==> src/rtl/add16_arbiter_if.sv <==
// Request/response bundle between N_REQ adder clients and add16_arbiter.
// req_lock exists only when ADD16_ARBITER_LOCK_EN is defined.
interface add16_arbiter_if #(
  parameter int N_REQ = 4
);
  logic [N_REQ-1:0]    req_valid;
  logic [N_REQ-1:0]    req_ready;
  logic [16*N_REQ-1:0] req_a;
  logic [16*N_REQ-1:0] req_b;
  logic [N_REQ-1:0]    rsp_valid;
  logic [N_REQ-1:0]    rsp_ready;
  logic [15:0]         rsp_data;
  logic                busy;
`ifdef ADD16_ARBITER_LOCK_EN
  logic [N_REQ-1:0]    req_lock;

  modport master (
    output req_valid, req_a, req_b, rsp_ready, req_lock,
    input  req_ready, rsp_valid, rsp_data, busy
  );

  modport slave (
    input  req_valid, req_a, req_b, rsp_ready, req_lock,
    output req_ready, rsp_valid, rsp_data, busy
  );
`else
  modport master (
    output req_valid, req_a, req_b, rsp_ready,
    input  req_ready, rsp_valid, rsp_data, busy
  );

  modport slave (
    input  req_valid, req_a, req_b, rsp_ready,
    output req_ready, rsp_valid, rsp_data, busy
  );
`endif
endinterface

==> src/rtl/add16_arbiter.sv <==
// Round-robin arbiter sharing one 16-bit carry-lookahead adder (add16) among N_REQ clients.
// Define ADD16_ARBITER_LOCK_EN to add req_lock, which pins the grant to one client across transactions.

module add16_cla4 (
  input  logic [3:0] a,
  input  logic [3:0] b,
  input  logic       cin,
  output logic [3:0] sum
);
  logic [3:0] g_s;
  logic [3:0] p_s;
  logic [3:0] c_s;

  // in-group carries fully expanded from bit generate/propagate
  always_comb begin
    g_s    = a & b;
    p_s    = a ^ b;
    c_s[0] = cin;
    c_s[1] = g_s[0] | (p_s[0] & cin);
    c_s[2] = g_s[1] | (p_s[1] & g_s[0]) | (p_s[1] & p_s[0] & cin);
    c_s[3] = g_s[2] | (p_s[2] & g_s[1]) | (p_s[2] & p_s[1] & g_s[0])
           | (p_s[2] & p_s[1] & p_s[0] & cin);
    sum    = p_s ^ c_s;
  end
endmodule

module add16 (
  input  logic [15:0] a,
  input  logic [15:0] b,
  input  logic        cin,
  output logic [15:0] sum
);
  logic [2:0] grp_g_s;
  logic [2:0] grp_p_s;
  logic [3:0] grp_c_s;

  // group generate in bit 1, group propagate in bit 0
  function automatic logic [1:0] group_gp(input logic [3:0] a4, input logic [3:0] b4);
    logic [3:0] g;
    logic [3:0] p;
    g = a4 & b4;
    p = a4 ^ b4;
    return {g[3] | (p[3] & g[2]) | (p[3] & p[2] & g[1]) | (p[3] & p[2] & p[1] & g[0]), &p};
  endfunction

  // second-level lookahead produces each group's carry-in directly
  always_comb begin
    for (int k = 0; k < 3; k++) begin
      {grp_g_s[k], grp_p_s[k]} = group_gp(a[4*k +: 4], b[4*k +: 4]);
    end
    grp_c_s[0] = cin;
    grp_c_s[1] = grp_g_s[0] | (grp_p_s[0] & cin);
    grp_c_s[2] = grp_g_s[1] | (grp_p_s[1] & grp_g_s[0]) | (grp_p_s[1] & grp_p_s[0] & cin);
    grp_c_s[3] = grp_g_s[2] | (grp_p_s[2] & grp_g_s[1])
               | (grp_p_s[2] & grp_p_s[1] & grp_g_s[0])
               | (grp_p_s[2] & grp_p_s[1] & grp_p_s[0] & cin);
  end

  genvar gi;
  generate
    for (gi = 0; gi < 4; gi++) begin : g_grp
      add16_cla4 u_cla4 (
        .a   (a[4*gi +: 4]),
        .b   (b[4*gi +: 4]),
        .cin (grp_c_s[gi]),
        .sum (sum[4*gi +: 4])
      );
    end
  endgenerate
endmodule

module add16_arbiter #(
  parameter int N_REQ = 4,
  parameter int PTR_W = 2
) (
  input logic            clk,
  input logic            rst_n,
  add16_arbiter_if.slave bus
);
  localparam int DW = 16;
  localparam logic [N_REQ-1:0] ONE_HOT0 = {{(N_REQ-1){1'b0}}, 1'b1};

  typedef enum logic [1:0] {
    IDLE = 2'd0,
    EXEC = 2'd1,
    RESP = 2'd2
  } state_t;

  state_t           state_r;
  state_t           state_s;
  logic [DW-1:0]    op_a_r;
  logic [DW-1:0]    op_b_r;
  logic [DW-1:0]    rsp_data_r;
  logic [N_REQ-1:0] rsp_valid_r;
  logic             busy_r;
  logic [PTR_W-1:0] last_grant_r;
  logic [PTR_W:0]   pick_s;
  logic             found_s;
  logic [PTR_W-1:0] win_s;
  logic             accept_s;
  logic [N_REQ-1:0] req_ready_s;
  logic [DW-1:0]    sum_s;
`ifdef ADD16_ARBITER_LOCK_EN
  logic             lock_r;
`endif

  // first set bit strictly after last, wrapping; result is {found, index}
  function automatic logic [PTR_W:0] rr_pick(input logic [N_REQ-1:0] valid,
                                             input logic [PTR_W-1:0] last);
    logic [PTR_W:0] res;
    int             idx;
    res = {(PTR_W+1){1'b0}};
    for (int i = N_REQ; i >= 1; i--) begin
      idx = (int'(last) + i) % N_REQ;
      if (valid[idx]) begin
        res = {1'b1, PTR_W'(idx)};
      end else begin
        res = res;
      end
    end
    return res;
  endfunction

  add16 u_add16 (
    .a   (op_a_r),
    .b   (op_b_r),
    .cin (1'b0),
    .sum (sum_s)
  );

  // winner selection and next-state decode; req_ready is only raised in IDLE
  always_comb begin
    state_s     = state_r;
    req_ready_s = {N_REQ{1'b0}};
    accept_s    = 1'b0;
    pick_s      = rr_pick(bus.req_valid, last_grant_r);
    found_s     = pick_s[PTR_W];
    win_s       = pick_s[PTR_W-1:0];
`ifdef ADD16_ARBITER_LOCK_EN
    // a locked owner is always last_grant_r, so only its request is considered
    if (lock_r) begin
      found_s = bus.req_valid[last_grant_r];
      win_s   = last_grant_r;
    end else begin
      found_s = pick_s[PTR_W];
      win_s   = pick_s[PTR_W-1:0];
    end
`endif
    case (state_r)
      IDLE: begin
        if (found_s) begin
          state_s     = EXEC;
          accept_s    = 1'b1;
          req_ready_s = ONE_HOT0 << win_s;
        end else begin
          state_s = IDLE;
        end
      end
      EXEC: state_s = RESP;
      RESP: begin
        if (bus.rsp_ready[last_grant_r]) begin
          state_s = IDLE;
        end else begin
          state_s = RESP;
        end
      end
      default: state_s = IDLE;
    endcase
  end

  // state, latched operands, grant pointer and registered response
  always_ff @(posedge clk) begin
    if (!rst_n) begin
      state_r      <= IDLE;
      op_a_r       <= 16'h0000;
      op_b_r       <= 16'h0000;
      rsp_data_r   <= 16'h0000;
      rsp_valid_r  <= {N_REQ{1'b0}};
      busy_r       <= 1'b0;
      last_grant_r <= PTR_W'(N_REQ - 1);
`ifdef ADD16_ARBITER_LOCK_EN
      lock_r       <= 1'b0;
`endif
    end else begin
      state_r <= state_s;
      busy_r  <= (state_s != IDLE);
      if (accept_s) begin
        op_a_r       <= bus.req_a[{win_s, 4'b0000} +: DW];
        op_b_r       <= bus.req_b[{win_s, 4'b0000} +: DW];
        last_grant_r <= win_s;
      end
      if (state_r == EXEC) begin
        rsp_data_r  <= sum_s;
        rsp_valid_r <= ONE_HOT0 << last_grant_r;
      end else if ((state_r == RESP) && bus.rsp_ready[last_grant_r]) begin
        rsp_valid_r <= {N_REQ{1'b0}};
      end
`ifdef ADD16_ARBITER_LOCK_EN
      if (accept_s) begin
        lock_r <= bus.req_lock[win_s];
      end
`endif
    end
  end

  assign bus.req_ready = req_ready_s;
  assign bus.rsp_valid = rsp_valid_r;
  assign bus.rsp_data  = rsp_data_r;
  assign bus.busy      = busy_r;
endmodule
==> src/flat_wrapper.sv <==
// flat-port wrapper written by rule: the top's interface ports become plain ports
module add16_arbiter_flat 
#(
  parameter int N_REQ = 4,
  parameter int PTR_W = 2
)
  (clk, rst_n, bus_req_valid, bus_req_a, bus_req_b, bus_rsp_ready, bus_req_ready, bus_rsp_valid, bus_rsp_data, bus_busy);
  add16_arbiter_if #(.N_REQ(N_REQ)) bus_i ();
  input logic clk;
  input logic rst_n;
  input wire logic [$bits(bus_i.req_valid)-1:0] bus_req_valid;
  input wire logic [$bits(bus_i.req_a)-1:0] bus_req_a;
  input wire logic [$bits(bus_i.req_b)-1:0] bus_req_b;
  input wire logic [$bits(bus_i.rsp_ready)-1:0] bus_rsp_ready;
  output wire logic [$bits(bus_i.req_ready)-1:0] bus_req_ready;
  output wire logic [$bits(bus_i.rsp_valid)-1:0] bus_rsp_valid;
  output wire logic [$bits(bus_i.rsp_data)-1:0] bus_rsp_data;
  output wire logic [$bits(bus_i.busy)-1:0] bus_busy;
  assign bus_i.req_valid = bus_req_valid;
  assign bus_i.req_a = bus_req_a;
  assign bus_i.req_b = bus_req_b;
  assign bus_i.rsp_ready = bus_rsp_ready;
  assign bus_req_ready = bus_i.req_ready;
  assign bus_rsp_valid = bus_i.rsp_valid;
  assign bus_rsp_data = bus_i.rsp_data;
  assign bus_busy = bus_i.busy;
  add16_arbiter #(.N_REQ(N_REQ), .PTR_W(PTR_W)) u_core (.clk(clk), .rst_n(rst_n), .bus(bus_i));
endmodule
==> config.mk <==
export PLATFORM = sky130hd
export DESIGN_NAME = add16_arbiter_flat
export DESIGN_NICKNAME = d
export VERILOG_FILES = /design/src/rtl/add16_arbiter_if.sv /design/src/rtl/add16_arbiter.sv /design/src/flat_wrapper.sv
export SDC_FILE = /design/constraint.sdc
export NUM_CORES = 1
export LEC_CHECK = 0
export ABC_AREA = 1
export CORE_MARGIN = 1.5
export CORE_UTILIZATION = 65
export DETAILED_ROUTE_END_ITERATION = 8
export DONT_BUFFER_PORTS = 1
export HOLD_SLACK_MARGIN = 0.06
export PLACE_DENSITY = 0.81
export SETUP_SLACK_MARGIN = 0.4
export SLEW_MARGIN = 10
export SYNTH_ARGS = -nofsm -noshare
export SYNTH_HDL_FRONTEND = slang
export SYNTH_HIERARCHICAL = 1
export SYNTH_SLANG_ARGS = --single-unit
==> constraint.sdc <==
create_clock -name clk -period 4.5 [get_ports clk]
set_input_delay 0.9 -clock clk [delete_from_list [all_inputs] [get_ports clk]]
set_output_delay 0.9 -clock clk [all_outputs]
set_load 0.01 [all_outputs]
==> run summary <==
Max VDD drop: 0.531 mV
Syn Std Cell Area: 0.00475 mm²
die area: 0.00784 mm²
Pre-antenna DRT Iters: 5
Synth area leader: dfxtp_1
RSZ-0062 raised after global routing: no
dpl hpwl: 8300 µm
Filler Cell Count: 637
Total Power: 0.00373 W
Setup crit start kind: flip-flop
DRT antenna net count: 0
P_int: 0.00176 W
Worst-Skew Late Latency: 0.33 ns
Static Leak: 2.86 nW
Layout Skew: 0.00711 ns
first-pass GRT wire length: 17500 µm
Die Y: 88.5 µm
Cells after DPL: 884
vias in the first global route: 4155
worst-path fanout max: 37
IO Pins: 163
Post-Layout Cell Count: 900
setup TNS: 0 ns
vias per cell: 5.31
post-layout min period: 3.69 ns
GRT Total Usage: 28.2%
Synth-to-Final Area Change: 3.53%
share of power burned in registers: 24.0%
layout cells sized above 1: 5.85%
Cell Pwr Density: 758 mW/mm²
share of the synthesized area in the top cell type: 24.0%
Initial Utilization: 68.5%
CTS Sinks: 57
Yosys reg bits: 57
final setup fails: 0
WL final: 11000 µm
Hold Path Class: reg -> reg
status: complete, no violations
met1 usage in global routing: 35.2%
Final Hold Fails: 0
grt total ovfl: 0
worst hold margin: 0.514 ns
DRC viols: 0
met2 Usage GRT: 48.6%
Net Switching: 0.00197 W
CTS tree: built
global placement routability congestion: 0.887
Reg area: 0.00114 mm²
Mapped Cells: 815
Max Freq: 0.271 GHz
Slew Limit Fails: 0
critical path arrival: 2.79 ns
Yosys Warn Count: 6
Final Util: 70.9%
vias: 4783
combinational fraction of design power: 64.9%
Top Usage Layer GRT: met2
Multi-input gate area: 0.00291 mm²
crit path kind: reg -> out
final antenna diode count: 0
# rows: 30
CTS root buffer: clkbuf_8
critical path required time: 3.60 ns
die extent in x: 88.5 µm
most frequent cells in the layout: nand2_1, nor2_1, inv_1
Distinct cells, synth: 31
register-to-register setup slack: 1.50 ns
sequential area share after synthesis: 24.0%
# port buffers: 0
Clock Power Share: 11.2%
H-tree depth: 3
Synth area leaders: dfxtp_1, nand2_1, nand3_1, nor2_1, inv_1
Switching Share: 52.9%
clock buffer depth: 2
Clk pin slew, worst setup/hold paths: 0.06 ns
CP endpoint kind: output port
Worst-Margin Slew: 1.20 ns
# Max-Cap Violations: 0
Hold-fix buffers, CTS: 0
Core Area: 0.00694 mm²
grt met3 use: 6.25%
total CTS buffers: 9
Slew headroom: 19.7%
initial antenna violation count: 0
DR WL/cell: 12.2 µm
fin nets: 969
pin count of the biggest net entering global routing: 79
Syn Area/Cell: 5.83 µm²
Tcrit/Tclk final: 82.0%
most common cell after layout, fill and taps aside: nand2_1
number of DRC markers in iteration 0: 297
-- worst max-delay path, stage by stage (launching register included) --
cell and delay [ns]:
dfxtp_2 0.50, inv_2 0.15, ha_1 0.35, inv_1 0.07
nand2_1 0.10, nand2_1 0.07, nand2_2 0.10, nand2_1 0.09
nand2_4 0.30, nand2_4 0.07, inv_2 0.25, nand2_1 0.17
nor2_1 0.23
-- layout make-up --
type / instances / area share [%]
Multi-Input combinational cell: 583 / 59.1
Clock inverter: 3 / 0.305
Clock buffer: 13 / 3.23
Sequential cell: 57 / 23.2
Tap cell: 96 / 2.44
Timing Repair Buffer: 5 / 0.763
Inverter: 143 / 11.0
-- synth_stat cells, drive strengths merged --
cell and count:
a21oi 9, a32o 1, buf 20, clkbuf 15
clkinv 2, conb 1, dfxtp 57, fa 4
ha 28, inv 141, nand2 201, nand3 124
nand4 10, nor2 156, nor3 1, nor3b 14
o21ai 23, or2 4, xor2 4
-- flip-flops by register name, summed over array words and instances, names as in the netlist --
| signal | flops |
|---|---|
| u_core/bus.busy | 1 |
| u_core/op_a_r | 16 |
| u_core/last_grant_r | 2 |
| u_core/op_b_r | 16 |
| u_core/bus.rsp_data | 16 |
| u_core/bus.rsp_valid | 4 |
| u_core/state_r | 2 |
-- metrics by stage --
stage          worst slack (ns)  area, µm²
6_report                  0.811       4920
5_1_grt                   0.548       4920
4_1_cts                   0.537       4920
3_5_place_dp              0.933       4740
3_3_place_gp               1.05       4740
2_1_floorplan              1.42       4770
-- per-layer routing --
metal,part of all wire [%],wire (µm)
met1,45,4940
met2,48,5210
met3,6.4,698
met4,1.0,113
met5,0,0
-- worst paths after layout --
path,start,end,cells past startpoint
setup / recovery,u_core/last_grant_r[0],bus_req_ready[2],12
hold / removal,u_core/bus.rsp_valid[0],u_core/bus.rsp_valid[0],2
setup reg to reg,u_core/last_grant_r[0],u_core/op_b_r[3],14
hold reg to reg,u_core/bus.rsp_valid[0],u_core/bus.rsp_valid[0],2
-- power groups by stage --
stage / registers, W / clock network, W / logic (W)
3_3_place_gp: 0.000894 / 0 / 0.00230
6_report: 0.000894 / 0.000416 / 0.00242
3_5_place_dp: 0.000903 / 0 / 0.00237
4_1_cts: 0.000894 / 0.000426 / 0.00239
5_1_grt: 0.000919 / 0.000449 / 0.00276
2_1_floorplan: 0.000840 / 0 / 0.00205
-- repair_timing --
item | 4_1_cts | 5_1_grt
resized for setup | 0 | 2
setup endpoints to repair | 0 | 3
buffers inserted | 0 | 0
hold endpoints to repair | 0 | 0
-- kinds of logic (layout without fill, tap and decap cells) --
kind of cell               Yosys count  count (layout)  share of synthesized area [%]
xor gates and xnor gates             4               4                          0.737
and+or+nand+nor                    510             510                           47.2
other                                1               4                         0.0789
buffers and inverters              178             164                           15.1
adders and majority gates           32              32                           9.05
AOI/OAI and AO/OA                   33              33                           3.82
DFF                                 57              57                           24.0
Note: power is estimated with default switching activity, not from simulation.
